### src/rtl/mixsx_sched.sv
// rtl/mixsx_sched.sv - two-requester scheduler around a shared mixsx32 word-mix engine
//
// Arbitrates two job requesters round-robin, latches the winner's operands,
// pulses the engine clear, waits for the engine with a timeout, and returns
// the merged 64-bit result words tagged with the requester ID.
//
// Ports:
//   clk, reset            clock; asynchronous active-high reset
//   req_valid/req_ready   per-requester request, one-hot acceptance pulse
//   req_c/req_x/req_d     requester operands, requester i at slice i
//   eng_clr               engine clear (reset or CLEAR state)
//   eng_c/eng_x/eng_d     latched operands driven to the engine
//   eng_cout/eng_rdy      engine result (low 32 bits of each word valid) and done
//   rsp_valid/rsp_ready   result handshake
//   rsp_id/rsp_cout/rsp_err  requester ID, merged result, timeout flag
//   busy                  scheduler is not idle
module mixsx_sched #(
    parameter int CWORDS64 = 2,
    parameter int XWORDS32 = 2,
    parameter int TIMEOUT  = 16,
    localparam int DW  = (XWORDS32 > 1) ? $clog2(XWORDS32) : 1,
    localparam int CW  = CWORDS64 * 64,
    localparam int XW  = XWORDS32 * 32,
    localparam int DVW = CWORDS64 * DW,
    localparam int TW  = $clog2(TIMEOUT + 1)
) (
    input  logic            clk,
    input  logic            reset,
    input  logic [1:0]      req_valid,
    output logic [1:0]      req_ready,
    input  logic [2*CW-1:0] req_c,
    input  logic [2*XW-1:0] req_x,
    input  logic [2*DVW-1:0] req_d,
    output logic            eng_clr,
    output logic [CW-1:0]   eng_c,
    output logic [XW-1:0]   eng_x,
    output logic [DVW-1:0]  eng_d,
    input  logic [CW-1:0]   eng_cout,
    input  logic            eng_rdy,
    output logic            rsp_valid,
    input  logic            rsp_ready,
    output logic            rsp_id,
    output logic [CW-1:0]   rsp_cout,
    output logic            rsp_err,
    output logic            busy
);

    typedef enum logic [1:0] {
        IDLE  = 2'd0,
        CLEAR = 2'd1,
        RUN   = 2'd2,
        RESP  = 2'd3
    } state_t;

    state_t          state;
    state_t          state_next;
    logic            last_grant;
    logic            grant;
    logic [TW-1:0]   timer;
    logic            timeout_hit;
    logic [CW-1:0]   merged;
    logic [CWORDS64*32-1:0] eng_hi_unused;

    assign timeout_hit = (timer == TW'(TIMEOUT - 1));

    // The engine only computes the low half of each word; the upper half is
    // restored from the operand latched at grant time.
    always_comb begin
        merged        = '0;
        eng_hi_unused = '0;
        for (int k = 0; k < CWORDS64; k++) begin
            merged[k*64+32 +: 32]    = eng_c[k*64+32 +: 32];
            merged[k*64 +: 32]       = eng_cout[k*64 +: 32];
            eng_hi_unused[k*32 +: 32] = eng_cout[k*64+32 +: 32];
        end
    end

    always_comb begin
        state_next = state;
        grant      = 1'b0;
        req_ready  = 2'b00;
        case (state)
            IDLE: begin
                if (|req_valid) begin
                    // On contention the requester that did not win last time goes.
                    grant      = (&req_valid) ? ~last_grant : req_valid[1];
                    state_next = CLEAR;
                    if (!reset) begin
                        req_ready = grant ? 2'b10 : 2'b01;
                    end
                end
            end
            CLEAR: state_next = RUN;
            RUN: begin
                if (eng_rdy || timeout_hit) begin
                    state_next = RESP;
                end
            end
            RESP: begin
                if (rsp_ready) begin
                    state_next = IDLE;
                end
            end
            default: state_next = IDLE;
        endcase
    end

    always_ff @(posedge clk or posedge reset) begin
        if (reset) begin
            state      <= IDLE;
            last_grant <= 1'b1;
            timer      <= '0;
            eng_c      <= '0;
            eng_x      <= '0;
            eng_d      <= '0;
            rsp_id     <= 1'b0;
            rsp_cout   <= '0;
            rsp_err    <= 1'b0;
        end else begin
            state <= state_next;
            case (state)
                IDLE: begin
                    if (|req_valid) begin
                        eng_c      <= grant ? req_c[CW +: CW]   : req_c[0 +: CW];
                        eng_x      <= grant ? req_x[XW +: XW]   : req_x[0 +: XW];
                        eng_d      <= grant ? req_d[DVW +: DVW] : req_d[0 +: DVW];
                        rsp_id     <= grant;
                        last_grant <= grant;
                    end
                end
                CLEAR: timer <= '0;
                RUN: begin
                    timer <= timer + 1'b1;
                    // A ready engine takes priority over an expiring timer.
                    if (eng_rdy) begin
                        rsp_cout <= merged;
                        rsp_err  <= 1'b0;
                    end else if (timeout_hit) begin
                        rsp_cout <= '0;
                        rsp_err  <= 1'b1;
                    end
                end
                default: ;
            endcase
        end
    end

    assign eng_clr   = reset | (state == CLEAR);
    assign rsp_valid = (state == RESP);
    assign busy      = (state != IDLE);

endmodule

### config.mk
export PLATFORM = sky130hd
export DESIGN_NAME = mixsx_sched
export DESIGN_NICKNAME = d
export VERILOG_FILES = /design/src/rtl/mixsx_sched.sv
export SDC_FILE = /design/constraint.sdc
export NUM_CORES = 1
export LEC_CHECK = 0
export CORE_AREA = 2 2 330 332
export CTS_CLUSTER_SIZE = 16
export DETAILED_ROUTE_END_ITERATION = 8
export DIE_AREA = 0 0 332 334
export SETUP_SLACK_MARGIN = 0.1
export SKIP_CTS_REPAIR_TIMING = 1
export SLEW_MARGIN = 20
export SYNTH_ARGS = -nofsm -noshare
export SYNTH_HDL_FRONTEND = slang
export SYNTH_SLANG_ARGS = --single-unit
### constraint.sdc
create_clock -name clk -period 15.68 [get_ports clk]
set_input_delay 2.352 -clock clk [delete_from_list [all_inputs] [get_ports clk]]
set_output_delay 2.352 -clock clk [all_outputs]
set_load 0.01 [all_outputs]
# Yosys cells after proc, flatten, opt, wreduce, memory -nomap -nowiden
# Cells that the tools add are included.
[word_totals]
output_inout_bits = 329
elab_cells = 48
register_bits = 332
[classes]
eq_ne = 7
bitwise = 2
n_mux = 19
reduce_logical = 10
add_sub_neg = 1
[op_table]
columns = ["operator", "n"]
rows = [
  ["$mux 128", 3],
  ["$mux 64", 1],
  ["$mux 2", 8],
  ["$pmux 5 s2", 1],
  ["$pmux 2 s4", 1],
  ["$reduce_and 2->1", 3],
  ["$reduce_bool 2->1", 3],
  ["$add 5x1->5 const B", 1],
  ["$eq 5x4->1 const B", 1],
  ["$mux 1", 5],
  ["$eq 2x2->1 const B", 2],
  ["$ne 2x2->1 const B", 2],
  ["$reduce_and 3->1", 1],
  ["$eq 2x1->1 const B", 1],
  ["$logic_not 2->1", 1],
  ["$ne 2x1->1 const B", 1],
  ["$reduce_or 2->1", 1],
  ["$logic_or 1x1->1", 1],
  ["$not 1->1", 1],
  ["$or 1x1->1", 1],
]

# Logic depth before layout (Yosys ltp)
# Gate-level depths: netlist (run 1).
[depth]
depth_word = 6
ltp_mapped = 7
ltp_nobuf = 6

# Worst setup path before layout (run 1)
# OpenSTA, ideal clock, no wires.
[synth_path]
path_kind = "input-to-output"
from = "input port req_valid[0]"
to = "output port req_ready[1]"
path_stages = 5
t_arrival_ns = 3.170
path_slack_ns = 10.158
path_cell_list = "buf_2 -> a21boi_2 -> buf_2 -> nand2_1 -> nor2_1"
[synth_between]
elab_chain_cells = 6
elab_cells_between_ends = 7
cone_classes = "5 x mux; 2 x reduce/logical"
[synth_lines]
columns = ["item", "line_no", "text"]
rows = [
  ["from (decl)", "29", "input logic [1:0] req_valid,"],
  ["$reduce_and 2->1", "86", "grant = (&req_valid) ? ~last_grant : req_valid[1];"],
  ["$mux 1", "86", ""],
  ["$mux 2", "89", "req_ready = grant ? 2'b10 : 2'b01;"],
  ["$mux 2", "88", "if (!reset) begin"],
  ["$mux 2 (*)", "84", "if (|req_valid) begin"],
  ["$mux 2 (*)", "82", "case (state)"],
  ["to (decl)", "30", "output logic [1:0] req_ready,"],
]
# Mark *: on every way between the ends. The rest lies on a longest branch, timed or not.

# Final worst setup path (run 1)
[layout_path]
from = "input port req_valid[0]"
to = "output port req_ready[0]"
# Same word-level chain as after synthesis.

==> impl_metrics.toml, run 1 <==
[setup_path]
critPathMaxFanout = 15
crit_arrival_ps = 4510
crit_type = "input pin to primary output"
cpMostUsedCell = "clkdlybuf4s50_1"
path_cells = "clkdlybuf4s50_1, o21ai_4, buf_4, nor3_1, clkdlybuf4s50_1"
worstSetupEndpoint = "req_ready[0]"
r2r-end = "rsp_cout[43]$_DFFE_PP0P_"
crit_start = "req_valid[0]"
r2r_setup_slack_ps = 12700
worst_ep_required_time_ps = 13330
slowest_delay_ps = 730
crit_path_end_kind = "primary output"
startpoint_type = "input pin"
cpMaxStageDelayCell = "clkdlybuf4s50_1"
r2r_start = "state[0]$_DFFE_PP0P_"
worst_r2r_path_depth = 5

[sta]
max-slew-margin-rel_pct = 30.1
final.setup.tns_ps = 0
hold_viol = 0
skew_ps = 17.2
finalCritPeriodShare_pct = 43.8
drv_slew = 0
fmax_mhz = 146
min_period_ps = 6860
setup_slack_ps = 8820
worstMarginPinSlew_ps = 1050
rsz0062_at_grt = "false"
setup_viol = 0

[placed_design]
io_buffer_count = 786
place_ws_ps = 8660
place_congestion = 0.812
dp_hpwl_mm = 48.7

[clocking]
worstSkewPairLatency_ps = 590
root_buffer = "clkbuf_16"
htreeDepth = 2
clk_path_buf_depth = 3
clkSinkCount = 332
cts_buffers = 43
path_clk_slew_ps = 60
tritoncts = "yes"

[routing]
viasPerCell = 3.98
antenna_left = 0
wirelength_mm = 68.5
dr_total_vias = 14200
drc = 0
wl_per_cell_um = 19.1
drt_first_pass_iters = 5
drtIter0Drc = 598

[finish]
drive_gt1_share_pct = 4.06
fin_util_pct = 22.8
fill_cells = 11700
syn_to_final_growth_pct = 75.8
final_cell_mix = "clkdlybuf4s50_1, dfrtp_1, o21ai_0"
final_common_cell = "clkdlybuf4s50_1"
fin_nets = 2665

[die]
die-area_um2 = 111000
core_um2 = 108000
dieHeight_um = 334
die_x_um = 332
io_pins = 851
start_util_pct = 13.0
core.rowCount = 121

[run_status]
status = "completed"

[pwr]
design_power_total_mw = 4.69
power_density_nw_per_um2 = 191
leakagePower_nw = 9.84
peakVddDrop_mv = 0.0885

[global_route]
grt.total_usage_pct = 11.8
grt_pass1_vias = 14400
grt-ovfl-total = 0
antenna_found_initial = 6
grt_max_degree = 134
grt_pass1_wl_mm = 98.0

[logic_synthesis]
synth_area_per_cell_um2 = 9.83
async_flop_share_pct = 100
ys_top_cells_by_area = "dfrtp_1, o21ai_0, a22o_1"
yosysWarnings = 0
synthFlopType = "dfrtp_1"
yosysTopAreaCell = "dfrtp_1"
syn-instance-count = 1423
synth-edff-count = 0
ys_seq_area_share_pct = 59.4
synth_top_area_share_pct = 59.2
ys_types = 34
synth_area_um2 = 14000
synth_nets = 1951
ys_ff_latch = 332

[flow_run]
drv_cap = 0

[hold_path]
worstHoldPathType = "flip-flop to flip-flop"
layout make-up:
| type | instances | area [um2] | area share, % |
|---|---|---|---|
| Antenna cell | 1 | 2.50 | 0.0102 |
| Clock buffer | 67 | 1250 | 5.07 |
| Clock inverter | 7 | 78.8 | 0.321 |
| Inverter | 8 | 37.5 | 0.153 |
| Multi-Input combinational cell | 946 | 5120 | 20.8 |
| Sequential cell | 332 | 8310 | 33.8 |
| Tap cell | 1414 | 1770 | 7.19 |
| Timing Repair Buffer | 806 | 8030 | 32.7 |
metal layers:
layer	up-vias	routed length [um]	GRT usage, %	part of all wire, %
met5	-	27	0	0.039
met4	4	2970	5.24	4.3
met3	137	6670	4.77	9.7
met2	624	31000	18.3	45
met1	6967	27800	14.2	41
li1	6511	-	-	-
power by group:
part | internal (mW) | total (mW) | switching (mW)
clock network | 0.560 | 0.963 | 0.402
logic | 1.07 | 2.20 | 1.12
registers | 1.25 | 1.53 | 0.277
state kept, by name (all words and copies together) (netlist names):
signal,count
eng_c,128
rsp_cout,128
eng_x,64
timer,5
eng_d,2
state,2
last_grant,1
rsp_err,1
rsp_id,1
how the worst min path moves through the flow:
stage,start,end,slack (ps),cells after the start
after CTS,rsp_id$_DFFE_PP0P_,rsp_id$_DFFE_PP0P_,480,2
after floorplan,timer[0]$_DFFE_PP0P_,timer[0]$_DFFE_PP0P_,480,1
after global placement,rsp_id$_DFFE_PP0P_,rsp_id$_DFFE_PP0P_,460,2
final,rsp_id$_DFFE_PP0P_,rsp_id$_DFFE_PP0P_,480,2
after detailed placement,rsp_id$_DFFE_PP0P_,rsp_id$_DFFE_PP0P_,460,2
after global routing,eng_c[76]$_DFFE_PP0P_,eng_c[76]$_DFFE_PP0P_,500,2
synth_stat cells (4+ instances only):
library cell  instances
buf_4                 5
o21ai_1             145
buf_1                10
a21oi_1             196
dfrtp_1             331
o21ai_0             247
nand3_1               4
clkbuf_1             79
buf_2                42
nor2_1                4
nand2_1             198
ha_1                  6
a22o_1              128
inv_1                 8
per-stage QoR:
stage | std cells | hold WS [ps] | cell area, um2
2_1_floorplan | 1423 | 478 | 14000
3_3_place_gp | 3506 | 462 | 23300
3_5_place_dp | 3506 | 465 | 23300
4_1_cts | 3580 | 478 | 24600
5_1_grt | 3580 | 496 | 24600
6_report | 3581 | 475 | 24600
logic make-up after synthesis:
logic type                 share of synthesized area [%]
muxes                                              0.152
adders and majority gates                          0.537
AOI/OAI and AO/OA                                   29.6
buffers and inverters                               4.41
and+or+nand+nor                                     5.88
DFF                                                 59.4
critical path: cells and delay by family:
kind            cells  cell delay [ps]
compound gates      1               60
buf+inv             3             1630
simple gates        1              460
(Power assumes the default switching activity.)
==> run 2: changes to the inputs <==
==> constraint.sdc (replaced) <==
create_clock -name clk -period 6.9 [get_ports clk]
set_input_delay 1.035 -clock clk [delete_from_list [all_inputs] [get_ports clk]]
set_output_delay 1.035 -clock clk [all_outputs]
set_load 0.01 [all_outputs]
==> run 2 against run 1 <==
- register-to-register slack worse by 9400 ps
- sequential share of layout area down 0.058 points
- hold slack better by 5.4 ps
- highest routed layer unchanged
- non-clock buffer count down 1
- first-iteration DRC count up 24%
- clock power up 120%
- clock skew up 5.8 ps
- sequential cell count unchanged
- global-route usage down 0.21 points
- setup slack worse by 6400 ps
- wire length down 1.7%
==> impl_metrics.toml, run 2 (synthesis results as in run 1) <==
[routing]
antenna_left = 0
drt_first_pass_iters = 4
drtIter0Drc = 740
dr_total_vias = 14300
wirelength_mm = 67.3
viasPerCell = 3.98
wl_per_cell_um = 18.8
drc = 0

[global_route]
grt_pass1_vias = 14100
use_met2_pct = 18.6
grt-ovfl-total = 0
grt_pass1_wl_mm = 96.8
grt_max_degree = 137
busiest_layer = "met2"
grt.total_usage_pct = 11.5
use_met3_pct = 4.25
grt_use_met1_pct = 14.1
antenna_found_initial = 4

[die]
start_util_pct = 13.0
die_x_um = 332
io_pins = 851
core_um2 = 108000
die-area_um2 = 111000
core.rowCount = 121
dieHeight_um = 334

[setup_path]
r2r_setup_slack_ps = 3260
worst_r2r_path_depth = 7
startpoint_type = "input pin"
crit_start = "req_valid[1]"
cpLargestDelayFamily = "buffers and inverters"
path_cells = "clkdlybuf4s50_1, a21boi_4, nand2_1, nor2_1, clkdlybuf4s50_1"
critPathMaxFanout = 15
r2r_start = "state[0]$_DFFE_PP0P_"
cp.depth = 5
slowest_delay_ps = 680
cpMostUsedCell = "clkdlybuf4s50_1"
crit_type = "input pin to primary output"
r2r-end = "eng_c[78]$_DFFE_PP0P_"
path_buf_inv = 2
crit_path_end_kind = "primary output"
worstSetupEndpoint = "req_ready[1]"
cpMaxStageDelayCell = "clkdlybuf4s50_1"
crit_arrival_ps = 3440
worst_ep_required_time_ps = 5860

[sta]
drv_slew = 0
worstMarginPinSlew_ps = 1120
final.setup.tns_ps = 0
hold_viol = 0
finalCritPeriodShare_pct = 64.8
skew_ps = 22.9
rsz0062_at_grt = "false"
setup_viol = 0
min_period_ps = 4470
fmax_mhz = 224
max-slew-margin-rel_pct = 25.1

[finish]
final_cell_mix = "clkdlybuf4s50_1, dfrtp_1, o21ai_0"
fin_util_pct = 22.9
final_common_cell = "clkdlybuf4s50_1"
fin_cells = 3580
reg.largest.list = "eng_c (128), rsp_cout (128), eng_x (64)"
final_area_um2 = 24600
drive_gt1_share_pct = 4.30
fin_nets = 2663
fill_cells = 11700
syn_to_final_growth_pct = 76.1

[placed_design]
dp_hpwl_mm = 48.0
io_buffer_count = 786
dp.cells = 3505
place_congestion = 0.808
placed_area_um2 = 23300

[run_status]
status = "completed"

[pwr]
power_density_nw_per_um2 = 432
leakagePower_nw = 9.85
peakVddDrop_mv = 0.184

[clocking]
clkSinkCount = 332
worstSkewPairLatency_ps = 590
htreeDepth = 2
tritoncts = "yes"
root_buffer = "clkbuf_16"
clk_path_buf_depth = 3
path_clk_slew_ps = 50
cts_buffers = 42

[hold_path]
worstHoldPathType = "flip-flop to flip-flop"

[flow_run]
drv_cap = 0
==> run 2: cell count changes in the layout (fill, tap and decap cells not counted), moves of 2 or more <==
cell,before,now
clkinv_4,1,3
buf_4,19,14
clkinvlp_4,0,4
clkbuf_1,17,10
buf_12,1,5
clkinv_2,3,5
==> run 2: final cells by class <==
class	count	area (um2)	area share, %
diodes	2	5.00	0.0203
clock buffers	58	1180	4.80
clock inverters	15	145	0.589
inverters	8	33.8	0.137
multi-input cells	946	5120	20.8
flip-flops and latches	332	8310	33.7
well taps	1414	1770	7.18
repair buffers	805	8070	32.8
==> run 2: power by group <==
group	leakage [nW]	switching, mW	internal [mW]
registers	4.16	0.617	2.85
logic	5.04	2.57	2.45
clock network	0.642	0.920	1.24
==> run 2: how the worst min path moves through the flow <==
stage	startpoint	end	slack, ps	cells past startpoint
floorplan	timer[0]$_DFFE_PP0P_	timer[0]$_DFFE_PP0P_	480	1
global placement	eng_c[92]$_DFFE_PP0P_	eng_c[92]$_DFFE_PP0P_	460	2
detailed placement	eng_x[55]$_DFFE_PP0P_	eng_x[55]$_DFFE_PP0P_	470	2
CTS	eng_x[55]$_DFFE_PP0P_	eng_x[55]$_DFFE_PP0P_	490	2
global route	eng_c[11]$_DFFE_PP0P_	eng_c[11]$_DFFE_PP0P_	500	2
finish	eng_x[55]$_DFFE_PP0P_	eng_x[55]$_DFFE_PP0P_	480	2
==> run 2: through the flow <==
step	hold slack, ps	worst slack [ps]	power [mW]
6_report	481	2430	10.6
4_1_cts	487	2430	10.8
3_5_place_dp	474	2440	8.54
3_3_place_gp	463	2460	8.51
5_1_grt	501	2340	11.3
2_1_floorplan	478	1430	5.52
==> run 2: routing by layer <==
layer  vias to the layer above  part of all wire (%)  routed length [um]
met5                         -                 0.045                  30
met4                         4                   3.0                2000
met3                        94                   9.4                6340
met2                       645                    47               31600
met1                      7014                    41               27400
li1                       6503                     -                   -
==> run 2: worst min-delay path: stages, from the launching register on <==
cell and delay (ps):
dfrtp_1 340, nand2_1 50, o21ai_1 60
